File: config.mk
export PLATFORM = sky130hd
export DESIGN_NAME = avrspi_master
export DESIGN_NICKNAME = d
export VERILOG_FILES = /design/src/rtl/avrspi_pkg.sv /design/src/rtl/avrspi_halfbit_tick.sv /design/src/rtl/avrspi_master.sv
export SDC_FILE = /design/constraint.sdc
export NUM_CORES = 1
export LEC_CHECK = 0
export ABC_AREA = 1
export ABC_CLOCK_PERIOD_IN_PS = 1600
export BUFFER_PORTS_ARGS = -buffer_cell sky130_fd_sc_hd__buf_2
export CORE_ASPECT_RATIO = 0.8
export CORE_MARGIN = 1
export CORE_UTILIZATION = 30
export DETAILED_ROUTE_END_ITERATION = 12
export GPL_ROUTABILITY_DRIVEN = 0
export PLACE_DENSITY = 0.44
export SYNTH_ARGS = -nofsm -noshare
export SYNTH_HDL_FRONTEND = slang
export SYNTH_SLANG_ARGS = --single-unit
File: constraint.sdc
create_clock -name fclk -period 1.6 [get_ports fclk]
set_input_delay 0.08 -clock fclk [delete_from_list [all_inputs] [get_ports fclk]]
set_output_delay 0.08 -clock fclk [all_outputs]
set_load 0.02 [all_outputs]
File: src/rtl/avrspi_pkg.sv
// Shared definitions for the AVR<->FPGA register-link SPI master: FSM state encodings,
// link register numbers and parameter floors.
package avrspi_pkg;

   localparam int unsigned HALF_DIV_MIN = 2;
   localparam int unsigned HALF_DIV_MAX = 255;
   localparam int unsigned CS_SETUP_MIN = 4;
   localparam int unsigned CS_GAP_MIN   = 3;

   typedef logic [2:0] avrspi_state_t;

   localparam avrspi_state_t StIdle  = 3'd0;
   localparam avrspi_state_t StAddr  = 3'd1;
   localparam avrspi_state_t StSetup = 3'd2;
   localparam avrspi_state_t StData  = 3'd3;
   localparam avrspi_state_t StGap   = 3'd4;

   localparam logic [7:0] SD_CS0        = 8'h57;
   localparam logic [7:0] SD_CS1        = 8'h5F;
   localparam logic [7:0] FLASH_LOADDR  = 8'hF0;
   localparam logic [7:0] FLASH_MIDADDR = 8'hF1;
   localparam logic [7:0] FLASH_HIADDR  = 8'hF2;
   localparam logic [7:0] FLASH_DATA    = 8'hF3;
   localparam logic [7:0] FLASH_CTRL    = 8'hF4;
   localparam logic [7:0] SCR_LOADDR    = 8'h40;
   localparam logic [7:0] SCR_HIADDR    = 8'h41;
   localparam logic [7:0] SCR_CHAR      = 8'h44;
   localparam logic [7:0] SCR_MODE      = 8'h4E;

   // Down-counters count N cycles by loading N-1 and stopping at zero.
   function automatic logic [7:0] reload_value(input int unsigned cycles);
      return 8'(cycles - 1);
   endfunction

endpackage

File: src/rtl/avrspi_halfbit_tick.sv
// Half-bit timebase: an 8-bit loadable down-counter that ticks once every HALF_DIV cycles
// while enabled.
module avrspi_halfbit_tick
   import avrspi_pkg::*;
#(
   parameter int unsigned HALF_DIV = 4
) (
   input  logic i_fclk,
   input  logic i_rst_n,
   input  logic i_en,
   input  logic i_load,
   output logic o_tick
);

   localparam logic [7:0] Reload = reload_value(HALF_DIV);

   logic [7:0] r_cnt;

   always_ff @(posedge i_fclk or negedge i_rst_n) begin
      if (!i_rst_n) begin
         r_cnt <= Reload;
      end else if (i_load) begin
         r_cnt <= Reload;
      end else if (i_en) begin
         r_cnt <= (r_cnt == 8'd0) ? Reload : r_cnt - 8'd1;
      end
   end

   assign o_tick = i_en && (r_cnt == 8'd0);

endmodule

File: src/rtl/avrspi_master.sv
// SPI master for the AVR<->FPGA register link: address byte with CS high, data byte with CS low.
// Define AVRSPI_ADDR_SKIP_EN to skip the address phase when the register number repeats.
module avrspi_master
   import avrspi_pkg::*;
#(
   parameter int unsigned HALF_DIV = 4,
   parameter int unsigned CS_SETUP = 4,
   parameter int unsigned CS_GAP   = 4
) (
   input  logic       fclk,
   input  logic       rst_n,
   input  logic       cmd_valid,
   output logic       cmd_ready,
   input  logic [7:0] cmd_addr,
   input  logic [7:0] cmd_data,
   output logic       rsp_valid,
   output logic [7:0] rsp_data,
   output logic       busy,
   output logic       spics_n,
   output logic       spick,
   output logic       spido,
   input  logic       spidi
);

   localparam logic [7:0] SetupLoad = reload_value(CS_SETUP);
   localparam logic [7:0] GapLoad   = reload_value(CS_GAP);

   avrspi_state_t r_state;
   logic [7:0]    r_addr_sh;
   logic [7:0]    r_data_sh;
   logic [7:0]    r_miso_sh;
   logic [7:0]    r_wait_cnt;
   logic [2:0]    r_bit_cnt;
   logic          r_spics_n;
   logic          r_spick;
   logic          r_spido;
   logic          r_rsp_valid;
   logic [7:0]    r_rsp_data;

   logic w_tick_en;
   logic w_tick;
   logic w_skip_addr;

   assign w_tick_en = (r_state == StAddr) || (r_state == StData);

   avrspi_halfbit_tick #(
      .HALF_DIV (HALF_DIV)
   ) u_tick (
      .i_fclk  (fclk),
      .i_rst_n (rst_n),
      .i_en    (w_tick_en),
      .i_load  (!w_tick_en),
      .o_tick  (w_tick)
   );

`ifdef AVRSPI_ADDR_SKIP_EN
   logic [7:0] r_last_addr;
   logic       r_last_vld;

   always_ff @(posedge fclk or negedge rst_n) begin
      if (!rst_n) begin
         r_last_addr <= 8'h00;
         r_last_vld  <= 1'b0;
      end else if ((r_state == StIdle) && cmd_valid) begin
         r_last_addr <= cmd_addr;
         r_last_vld  <= 1'b1;
      end
   end

   // The responder keeps its register number while no SCK edge occurs with CS high.
   assign w_skip_addr = r_last_vld && (r_last_addr == cmd_addr);
`else
   assign w_skip_addr = 1'b0;
`endif

   always_ff @(posedge fclk or negedge rst_n) begin
      if (!rst_n) begin
         r_state     <= StIdle;
         r_addr_sh   <= 8'h00;
         r_data_sh   <= 8'h00;
         r_miso_sh   <= 8'h00;
         r_wait_cnt  <= 8'h00;
         r_bit_cnt   <= 3'd0;
         r_spics_n   <= 1'b1;
         r_spick     <= 1'b0;
         r_spido     <= 1'b0;
         r_rsp_valid <= 1'b0;
         r_rsp_data  <= 8'h00;
      end else begin
         r_rsp_valid <= 1'b0;
         case (r_state)
            StIdle: begin
               if (cmd_valid) begin
                  r_addr_sh <= cmd_addr;
                  r_data_sh <= cmd_data;
                  r_bit_cnt <= 3'd0;
                  r_spick   <= 1'b0;
                  if (w_skip_addr) begin
                     r_state    <= StSetup;
                     r_spics_n  <= 1'b0;
                     r_wait_cnt <= SetupLoad;
                  end else begin
                     r_state <= StAddr;
                     r_spido <= cmd_addr[7];
                  end
               end
            end
            StAddr: begin
               if (w_tick) begin
                  if (!r_spick) begin
                     r_spick <= 1'b1;
                  end else begin
                     r_spick   <= 1'b0;
                     r_bit_cnt <= r_bit_cnt + 3'd1;
                     if (r_bit_cnt == 3'd7) begin
                        r_state    <= StSetup;
                        r_spics_n  <= 1'b0;
                        r_wait_cnt <= SetupLoad;
                     end else begin
                        r_spido   <= r_addr_sh[6];
                        r_addr_sh <= {r_addr_sh[6:0], 1'b0};
                     end
                  end
               end
            end
            StSetup: begin
               if (r_wait_cnt == 8'd0) begin
                  r_state <= StData;
                  r_spido <= r_data_sh[7];
               end else begin
                  r_wait_cnt <= r_wait_cnt - 8'd1;
               end
            end
            StData: begin
               if (w_tick) begin
                  if (!r_spick) begin
                     r_spick   <= 1'b1;
                     r_miso_sh <= {r_miso_sh[6:0], spidi};
                  end else begin
                     r_spick   <= 1'b0;
                     r_bit_cnt <= r_bit_cnt + 3'd1;
                     if (r_bit_cnt == 3'd7) begin
                        r_state     <= StGap;
                        r_spics_n   <= 1'b1;
                        r_rsp_valid <= 1'b1;
                        r_rsp_data  <= r_miso_sh;
                        r_wait_cnt  <= GapLoad;
                     end else begin
                        r_spido   <= r_data_sh[6];
                        r_data_sh <= {r_data_sh[6:0], 1'b0};
                     end
                  end
               end
            end
            StGap: begin
               if (r_wait_cnt == 8'd0) begin
                  r_state <= StIdle;
               end else begin
                  r_wait_cnt <= r_wait_cnt - 8'd1;
               end
            end
            default: begin
               r_state   <= StIdle;
               r_spics_n <= 1'b1;
               r_spick   <= 1'b0;
            end
         endcase
      end
   end

   assign cmd_ready = (r_state == StIdle);
   assign busy      = (r_state != StIdle);
   assign spics_n   = r_spics_n;
   assign spick     = r_spick;
   assign spido     = r_spido;
   assign rsp_valid = r_rsp_valid;
   assign rsp_data  = r_rsp_data;

endmodule
==> reports/results.tsv, run 1 <==
stage	metric	value	unit
yosys	yosysUniqueCellTypes	29	
hold_path	hold_start	cmd_addr[0]	
routing	firstDrtPassIters	4	
routing	via_per_inst	4.39	
routing	drt_iter0_drc	83	
run_status	violations	negative setup slack	
floorplanning	io_pins	34	
grt	grt_pass1_vias	2320	
sta	timing.fmax	0.613	GHz
sta	slew_headroom	78.1	%
worst_setup_path	cp-end-kind	flop	
worst_setup_path	cp_max_fo	15	
sta	worst_slew_pin_slew	0.329	ns
yosys	netlist_instances	339	
routing	wl_per_cell	12.4	um
yosys	synth_nets	365	
yosys	synth_top_area_cell	dfrtp_1	
placement	dp_hpwl	4600	um
worst_setup_path	r2r-end	r_data_sh[3]$_DFFE_PN0P_	
layout	n_antenna_cell	0	
floorplanning	num_rows	31	
worst_setup_path	crit_type	flop to flop	
placement	placedInstanceArea	3490	um2
worst_setup_path	endpoint	r_data_sh[3]$_DFFE_PN0P_	
yosys	synth_seq_cells	57	
power_and_ir_drop	ir_drop	0.597	mV
placement	dp_cells	525	
yosys	ys_seq_area_share	50.2	%
sta	skew	0.00718	ns
hold_path	whs_path_depth	3	
yosys	yosys_warnings	0	
routing	wirelength	6890	um
routing	ant_nets	0	
routing	vias	2437	
run_status	status	finished with violations	
grt	grt_pass1_wl	11100	um
sta	setup_ws	-0.0302	ns
floorplanning	die_x	111	um
power_and_ir_drop	powerDensity	1570	nW/um2
sta	min_period_over_period	102	%
yosys	synth.top_cell.area_share	47.5	%
placement	preCtsSetupSlack	-0.119	ns
yosys	syn_area_per_cell	8.40	um2
floorplanning	core	9110	um2
sta	finalMaxSlewViolations	0	
worst_setup_path	worstRegToRegCells	10	
cts	htree_levels	3	
grt	grt_max_degree	58	
power_and_ir_drop	p_total	6480	uW
worst_setup_path	r2r_start	u_tick.r_cnt[1]$_DFF_PN1_	
power_and_ir_drop	p_leak	0.00203	uW
cts	cts_made_buffers	9	
worst_setup_path	critPathRequiredTime	1.82	ns
floorplanning	fp.dieArea	9880	um2
worst_setup_path	crit_start	u_tick.r_cnt[1]$_DFF_PN1_	
sta	rsz0062_at_grt	true	
run	max_cap_viol_count	0	
cts	path_clk_slew	0.06	ns
yosys	synth.area.top_cells	dfrtp_1 47%, nand2_1 12%, o21ai_0 6.9%	
worst_setup_path	cp_data_arrival_time	1.85	ns
hold_path	hp-class	input pin to flop	
layout	drive_gt1_share	42.3	%
cts	cts_sinks	57	
sta	setup_violations	7	
routing	post-route-drc-count	0	
grt	track_usage	14.5	%
sta	finalHoldViolCount	0	
cts	worstSkewPairLatency	0.33	ns
cts	cts_max_path_buffers	2	
grt	gr-total-overflow	0	
worst_setup_path	ff2ff_setup_slack	-0.03	ns
grt	antenna_found_initial	0	
floorplanning	start_util	31.2	%
layout	fin_nets	461	
cts	cts_tree	yes	
floorplanning	die_h	89.1	um
placement	io_buffers	33	
layout	syn_to_final_growth	45.2	%
worst_setup_path	start_kind	flop	
yosys	netlist_area	2850	um2
cts	root_buffer	clkbuf_16	
layout	instances_no_fill	555	
sta	period_needed	1.63	ns
layout	design_area	4130	um2
[per-stage QoR]
step,TNS [ns],util [%],hold slack [ns]
floorplan,0,-,-0.216
global placement,-0.807,38.3,0.115
detailed placement,-1.08,38.3,0.113
CTS,0,42.1,0.0121
global route,-2.17,45.3,0.0114
finish,-0.165,45.3,0.00380
[how the worst min path moves through the flow]
stage / slack (ns) / endpoint
floorplan: -0.22 / r_addr_sh[0]$_DFFE_PN0P_
global placement: 0.12 / u_tick.r_cnt[3]$_DFF_PN0_
detailed placement: 0.11 / u_tick.r_cnt[3]$_DFF_PN0_
CTS: 0.01 / r_addr_sh[0]$_DFFE_PN0P_
global route: 0.01 / r_addr_sh[0]$_DFFE_PN0P_
finish: 0.004 / r_addr_sh[0]$_DFFE_PN0P_
[area by class of cell]
type	count	area, um2
Fill cell	901	4980
Sequential cell	57	1430
Clock inverter	7	61.3
Clock buffer	9	225
Timing Repair Buffer	91	673
Multi-Input combinational cell	232	1430
Tap cell	115	144
Inverter	44	168
[layout by cell type (no fill, tap or decap), types with 8 or more instances in the layout]
cell type,Yosys,routed
buf_2,1,34
buf_4,0,47
clkbuf_16,0,10
dfrtp_1,54,52
inv_1,40,34
inv_2,3,9
nand2_1,90,67
nand2_2,0,17
nand3_1,11,8
nor2_1,31,23
o21ai_0,39,21
o21ai_1,2,12
o21ai_2,10,17
[synth_stat cells]
cell and n:
a211oi_1 1, a21oi_1 9, a22oi_1 1, and2_1 1, buf_2 1, buf_6 3, clkbuf_1 2, dfrtp_1 54
dfstp_2 3, ha_1 6, inv_1 40, inv_2 3, inv_4 1, mux2i_1 6, nand2_1 90, nand2_4 1
nand3_1 11, nand3b_1 1, nand4_1 7, nand4_2 1, nor2_1 31, nor2_2 2, nor2_4 2, nor3_1 2
o21ai_0 39, o21ai_1 2, o21ai_2 10, xnor2_1 2, xor2_1 7
[power by group]
group	leakage, uW	total [uW]	switching [uW]	internal [uW]
logic	0.00116	2560	1390	1180
registers	0.000735	2080	231	1850
clock network	0.000135	1840	763	1080
[cell families (layout without fill, tap and decap cells)]
kind of cell / Yosys count / after routing / synth area share, %
AO/OA/AOI/OAI: 62 / 62 / 12.4
buffers and inverters: 50 / 151 / 7.52
multiplexers: 6 / 6 / 2.11
AND/OR/NAND/NOR: 149 / 149 / 22.3
flip-flops: 57 / 57 / 50.2
adder cells (fa/ha/maj): 6 / 6 / 2.64
XOR/XNOR: 9 / 9 / 2.77
[layer usage]
layer  vias up  track usage (%)  routed length, um
met5         -                0                  0
met4         0             5.21                110
met3        11             4.68                200
met2        28             22.2               2990
met1      1113             19.4               3590
li1       1285                -                  -
[worst max-delay path, stage by stage (launching register included)]
cell,delay [ns]
dfstp_2,0.54
inv_1,0.05
ha_2,0.17
nand2_2,0.07
nor2_4,0.06
nor2_2,0.16
nor2_2,0.06
and2_4,0.14
buf_12,0.14
nand2_1,0.07
o21ai_2,0.05
[state kept, by name, indices dropped and copies added, names as in the netlist]
register,cells
rsp_data,8
r_miso_sh,8
rsp_valid,1
r_addr_sh,7
r_wait_cnt,8
r_state,3
r_bit_cnt,3
u_tick.r_cnt,8
spido,1
r_data_sh,8
spics_n,1
spick,1
[repair_timing]
item	CTS	global route
cloned	0	3
hold endpoints to repair	55	0
setup endpoints to repair	36	46
hold buffers	2	0
buffers inserted	2	7
resized for setup	10	80
pin swaps	2	9
No activity file was read; power rests on OpenSTA's default activity.
==> inputs of run 2 (changes only) <==
--- a/config.mk
+++ b/config.mk
@@ -17,3 +17,4 @@
 export SYNTH_ARGS = -nofsm -noshare
 export SYNTH_HDL_FRONTEND = slang
 export SYNTH_SLANG_ARGS = --single-unit
+export TNS_END_PERCENT = 10
==> constraint.sdc (replaced) <==
create_clock -name fclk -period 1.6 [get_ports fclk]
set_input_delay 0.32 -clock fclk [delete_from_list [all_inputs] [get_ports fclk]]
set_output_delay 0.32 -clock fclk [all_outputs]
set_load 0.02 [all_outputs]
==> run 2 against run 1 <==
- the flow still finishes with violations (negative setup slack)
- final area is 3.9% lower
- non-clock buffer count shrank 9
- clock skew down 0.0012 ns
- setup slack better by 0.0091 ns
- power shrank 4.8%
- critical endpoint is now cmd_ready
- largest power group unchanged
- highest routed layer unchanged
==> reports/results.tsv, run 2 (same netlist as run 1, synthesis figures left out) <==
stage	metric	value	unit
cts	cts_tree	yes	
routing	firstDrtPassIters	4	
power_and_ir_drop	powerDensity	1550	nW/um2
run_status	violations	negative setup slack	
cts	cts_max_path_buffers	2	
run_status	status	finished with violations	
floorplanning	core	9110	um2
sta	setup_violations	1	
routing	wl_per_cell	12.0	um
grt	grt_pass1_wl	11400	um
floorplanning	die_x	111	um
power_and_ir_drop	ir_drop	0.787	mV
power_and_ir_drop	switchingPower	2150	uW
sta	rsz0062_at_grt	true	
routing	post-route-drc-count	0	
cts	path_clk_slew	0.05	ns
worst_setup_path	cp_data_arrival_time	1.30	ns
placement	dp_cells	526	
floorplanning	start_util	31.2	%
sta	timing.fmax	0.617	GHz
placement	preCtsSetupSlack	-0.140	ns
worst_setup_path	start_kind	flop	
placement	dp_hpwl	4710	um
power_and_ir_drop	p_leak	0.00197	uW
hold_path	hp-class	input pin to flop	
cts	cts_made_buffers	9	
cts	htree_levels	3	
grt	antenna_found_initial	0	
run	max_cap_viol_count	0	
cts	cts_sinks	57	
floorplanning	fp.dieArea	9880	um2
floorplanning	die_h	89.1	um
power_and_ir_drop	p_sw_share	34.8	%
worst_setup_path	critPathRequiredTime	1.28	ns
routing	vias	2409	
sta	whs	0.242	ns
layout	layout_commonest_cell	nand2_1	
layout	layout.area.seq	1430	um2
layout	n_antenna_cell	0	
power_and_ir_drop	p_comb_share	36.9	%
worst_setup_path	path_common_cell	buf_6	
layout	syn_to_final_growth	39.6	%
floorplanning	io_pins	34	
floorplanning	num_rows	31	
layout	instances_no_fill	546	
sta	finalHoldViolCount	0	
cts	worstSkewPairLatency	0.33	ns
placement	io_buffers	33	
routing	drt_iter0_drc	110	
layout	drive_gt1_share	35.5	%
sta	slew_headroom	73.0	%
routing	ant_nets	0	
grt	grt_max_degree	26	
sta	skew	0.00601	ns
layout	final_cell_mix	80 x nand2_1, 52 x dfrtp_1, 39 x buf_4	
power_and_ir_drop	p_int	4020	uW
sta	min_period_over_period	101	%
power_and_ir_drop	seq_power_share	33.4	%
worst_setup_path	path_cells	nor2_4, nand2_4, buf_6, inv_4, buf_6	
sta	period_needed	1.62	ns
layout	multiInputGateArea	1310	um2
grt	grt_pass1_vias	2386	
grt	track_usage	15.0	%
worst_setup_path	cpPeakStageDelay	0.45	ns
power_and_ir_drop	pwr-share-clk	29.8	%
worst_setup_path	crit_type	flop to output pin	
layout	fill_cells	934	
routing	wirelength	6570	um
sta	setup_ws	-0.0211	ns
routing	via_per_inst	4.41	
worst_setup_path	cp_slowest_cell	dfrtp_2	
layout	fin_nets	452	
sta	worst_slew_pin_slew	0.405	ns
cts	root_buffer	clkbuf_16	
sta	finalMaxSlewViolations	0	
worst_setup_path	cp_max_fo	4	
worst_setup_path	cp-end-kind	output pin	
grt	gr-total-overflow	0	
-- run 2: metal layers --
metal | track usage, % | part of all wire (%) | up-vias | wire (um)
met1 | 20.4 | 54 | 1096 | 3570
met2 | 22.0 | 40 | 35 | 2630
met5 | 0 | 0 | - | 0
li1 | - | - | 1267 | -
met4 | 7.52 | 2.4 | 0 | 155
met3 | 4.34 | 3.3 | 11 | 217
-- run 2: path summary, 6_finish.rpt --
| path | startpoint | end | slack [ns] | depth (start not counted) |
|---|---|---|---|---|
| setup / recovery | r_state[0]$_DFFE_PN0P_ | cmd_ready | -0.02 | 5 |
| hold / removal | spidi | r_miso_sh[0]$_DFFE_PN0P_ | 0.24 | 3 |
| setup reg to reg | r_state[0]$_DFFE_PN0P_ | r_bit_cnt[2]$_DFFE_PN0P_ | 0 | 9 |
| hold reg to reg | spido$_DFFE_PN0P_ | spido$_DFFE_PN0P_ | 0.47 | 2 |
| max in group asynchronous | rst_n | u_tick.r_cnt[0]$_DFF_PN1_ | 0.63 | 3 |
| min in group asynchronous | rst_n | u_tick.r_cnt[4]$_DFF_PN0_ | 0.46 | 2 |
-- run 2: critical path: cells and delay by family (launching register included) --
family | cells | cell delay (ns)
buffers and inverters | 3 | 0.27
DFF | 1 | 0.45
and+or+nand+nor | 2 | 0.25
-- run 2: area by class of cell --
| type | instances | share of cell area (%) |
|---|---|---|
| inverter | 44 | 4.35 |
| clock buffer | 11 | 6.36 |
| sequential | 57 | 36.1 |
| tap | 115 | 3.62 |
| timing repair buffer | 82 | 15.5 |
| clock inverter | 5 | 1.01 |
| multi-input combinational | 232 | 33.1 |
-- run 2: per-stage QoR --
stage	setup TNS (ns)	total power [uW]	utilization (%)	instance area (um2)
3_3_place_gp	-0.597	4160	38.5	3510
5_1_grt	-2.01	6640	43.6	3970
4_1_cts	-0.00939	6140	42.7	3890
6_report	-0.0211	6170	43.6	3970
2_1_floorplan	0	3420	-	2860
3_5_place_dp	-1.33	4180	38.5	3510
-- run 2: power by group through the flow --
stage                     logic (uW)  registers (uW)  clock network [uW]
after floorplan                 1340            2090                   0
after global placement          2100            2060                   0
after detailed placement        2110            2070                   0
after CTS                       2190            2050                1890
after global routing            2580            2110                1950
final                           2280            2060                1840
-- run 2: what timing repair did --
action	CTS	global route
gates cloned	0	0
gates resized for setup	23	28
hold buffers	1	0
pin swaps	2	5
endpoints found under the setup margin	31	56
setup buffers	1	2
endpoints found under the hold margin	11	0
==> inputs of run 3 (changes only) <==
--- a/config.mk
+++ b/config.mk
@@ -7,13 +7,13 @@
 export LEC_CHECK = 0
 export ABC_AREA = 1
 export ABC_CLOCK_PERIOD_IN_PS = 1600
-export BUFFER_PORTS_ARGS = -buffer_cell sky130_fd_sc_hd__buf_2
 export CORE_ASPECT_RATIO = 0.8
 export CORE_MARGIN = 1
 export CORE_UTILIZATION = 30
 export DETAILED_ROUTE_END_ITERATION = 12
+export DONT_BUFFER_PORTS = 1
 export GPL_ROUTABILITY_DRIVEN = 0
-export PLACE_DENSITY = 0.44
+export PLACE_DENSITY = 0.41
 export SYNTH_ARGS = -nofsm -noshare
 export SYNTH_HDL_FRONTEND = slang
 export SYNTH_SLANG_ARGS = --single-unit
==> run 3 against run 2 <==
- the flow finishes with violations (negative hold slack, negative setup slack)
- count of clock-buffer cells in the layout fell by 1
- setup slack improved by 0.0092 ns
- flip-flop and latch count did not move
- critical path depth did not move
- power rose by 11%
- sequential power rose by 4%
==> reports/results.tsv, run 3 (same netlist as run 1, synthesis figures left out) <==
stage	metric	value	unit
grt	track_usage	14.8	%
sta	period_needed	1.61	ns
routing	drt_iter0_drc	135	
worst_setup_path	cp-end-kind	output pin	
sta	min_period_over_period	101	%
grt	gr-total-overflow	0	
worst_setup_path	crit_type	flop to output pin	
worst_setup_path	cp_slowest_cell	dfrtp_1	
sta	finalHoldViolCount	57	
cts	cts_sinks	57	
sta	finalMaxSlewViolations	0	
layout	syn_to_final_growth	45.8	%
routing	wirelength	6950	um
placement	dp_hpwl	4510	um
sta	slew_headroom	78.5	%
layout	drive_gt1_share	38.5	%
sta	whs	-0.315	ns
worst_setup_path	crit_buf_inv	3	
sta	rsz0062_at_grt	true	
cts	cts_made_buffers	9	
cts	cts_tree	yes	
sta	timing.fmax	0.620	GHz
power_and_ir_drop	ir_drop	0.849	mV
grt	grt_pass1_vias	2246	
worst_setup_path	critPathRequiredTime	1.28	ns
run_status	status	finished with violations	
cts	cts_max_path_buffers	2	
hold_path	hp-class	input pin to asynchronous set/reset pin	
routing	post-route-drc-count	0	
grt	antenna_found_initial	0	
layout	n_antenna_cell	0	
worst_setup_path	ff2ff_setup_slack	-0.01	ns
worst_setup_path	crit_family	flip-flops	
placement	io_buffers	0	
grt	grt_pass1_wl	11100	um
layout	layout_commonest_cell	nand2_1	
worst_setup_path	start_kind	flop	
power_and_ir_drop	powerDensity	1650	nW/um2
layout	instances_no_fill	525	
routing	ant_nets	0	
floorplanning	fp.dieArea	9880	um2
floorplanning	die_x	111	um
routing	via_per_inst	4.53	
placement	dp_cells	492	
sta	setup_ws	-0.0119	ns
worst_setup_path	path_cells	nor2_2, buf_6, nand2_4, buf_8, inv_8	
run_status	violations	negative hold slack, negative setup slack	
routing	vias	2376	
floorplanning	core	9110	um2
power_and_ir_drop	p_total	6860	uW
routing	wl_per_cell	13.2	um
sta	skew	0.00388	ns
floorplanning	start_util	31.2	%
layout	fin_nets	431	
cts	worstSkewPairLatency	0.33	ns
layout	final_cell_mix	67 x nand2_1, 53 x dfrtp_1, 48 x buf_4	
cts	htree_levels	3	
power_and_ir_drop	p_leak	0.00196	uW
worst_setup_path	cp_data_arrival_time	1.29	ns
placement	preCtsSetupSlack	-0.137	ns
routing	firstDrtPassIters	4	
sta	setup_violations	9	
floorplanning	num_rows	31	
sta	worst_slew_pin_slew	0.319	ns
worst_setup_path	cp_max_fo	3	
worst_setup_path	cpPeakStageDelay	0.41	ns
floorplanning	io_pins	34	
grt	grt_max_degree	58	
layout	final_util	45.5	%
cts	root_buffer	clkbuf_16	
cts	path_clk_slew	0.05	ns
run	max_cap_viol_count	0	
floorplanning	die_h	89.1	um
## run 3: what timing repair did
item	in CTS	in global routing
gates resized for setup	20	78
cloned	0	3
setup endpoints to repair	35	50
buffers inserted	4	10
endpoints found under the hold margin	57	57
pin swaps	3	14
## run 3: through the flow
stage	instance area (um2)	TNS (ns)
6_report	4150	-0.0656
5_1_grt	4150	-1.70
4_1_cts	3740	-0.00170
3_5_place_dp	3330	-1.50
3_3_place_gp	3330	-1.27
2_1_floorplan	2860	0
## run 3: final timing paths
kind	endpoint	start	cells after the start
worst max-delay path	cmd_ready	r_state[0]$_DFFE_PN0P_	5
worst max register to register	r_data_sh[5]$_DFFE_PN0P_	u_tick.r_cnt[0]$_DFF_PN1_	11
max in group asynchronous	spics_n$_DFFE_PN1P_	rst_n	0
worst min register to register	r_miso_sh[3]$_DFFE_PN0P_	r_miso_sh[3]$_DFFE_PN0P_	2
worst min-delay path	u_tick.r_cnt[4]$_DFF_PN0_	rst_n	0
min in group fclk	r_addr_sh[0]$_DFFE_PN0P_	cmd_addr[0]	2
## run 3: power breakdown
part           switching, uW  internal [uW]  leakage [uW]
combinational           1380           1260       0.00108
sequential               297           1850      0.000735
clock                    706           1370      0.000145
total                   2380           4480       0.00196
## run 3: worst register-to-register path, delay by kind of cell, from the launching register on
kind            cells  cell delay [ns]
compound gates      1             0.04
fa+ha+maj           1             0.15
buf+inv             3             0.31
flops               1             0.53
simple gates        6             0.46
## run 3: per-layer routing
| layer | vias up | GRT usage, % | wire length (um) |
|---|---|---|---|
| li1 | 1236 | - | - |
| met4 | 0 | 6.18 | 76 |
| met2 | 41 | 20.7 | 3030 |
| met5 | - | 0 | 0 |
| met3 | 7 | 5.08 | 286 |
| met1 | 1092 | 20.7 | 3560 |
## run 3: final cells by class
type                       instances  area [um2]
clock buffer                      10         229
clock inverter                     6        91.3
fill                             900        4960
inverter                          44         184
multi-input combinational        232        1490
sequential                        57        1430
tap                              115         144
timing repair buffer              61         587
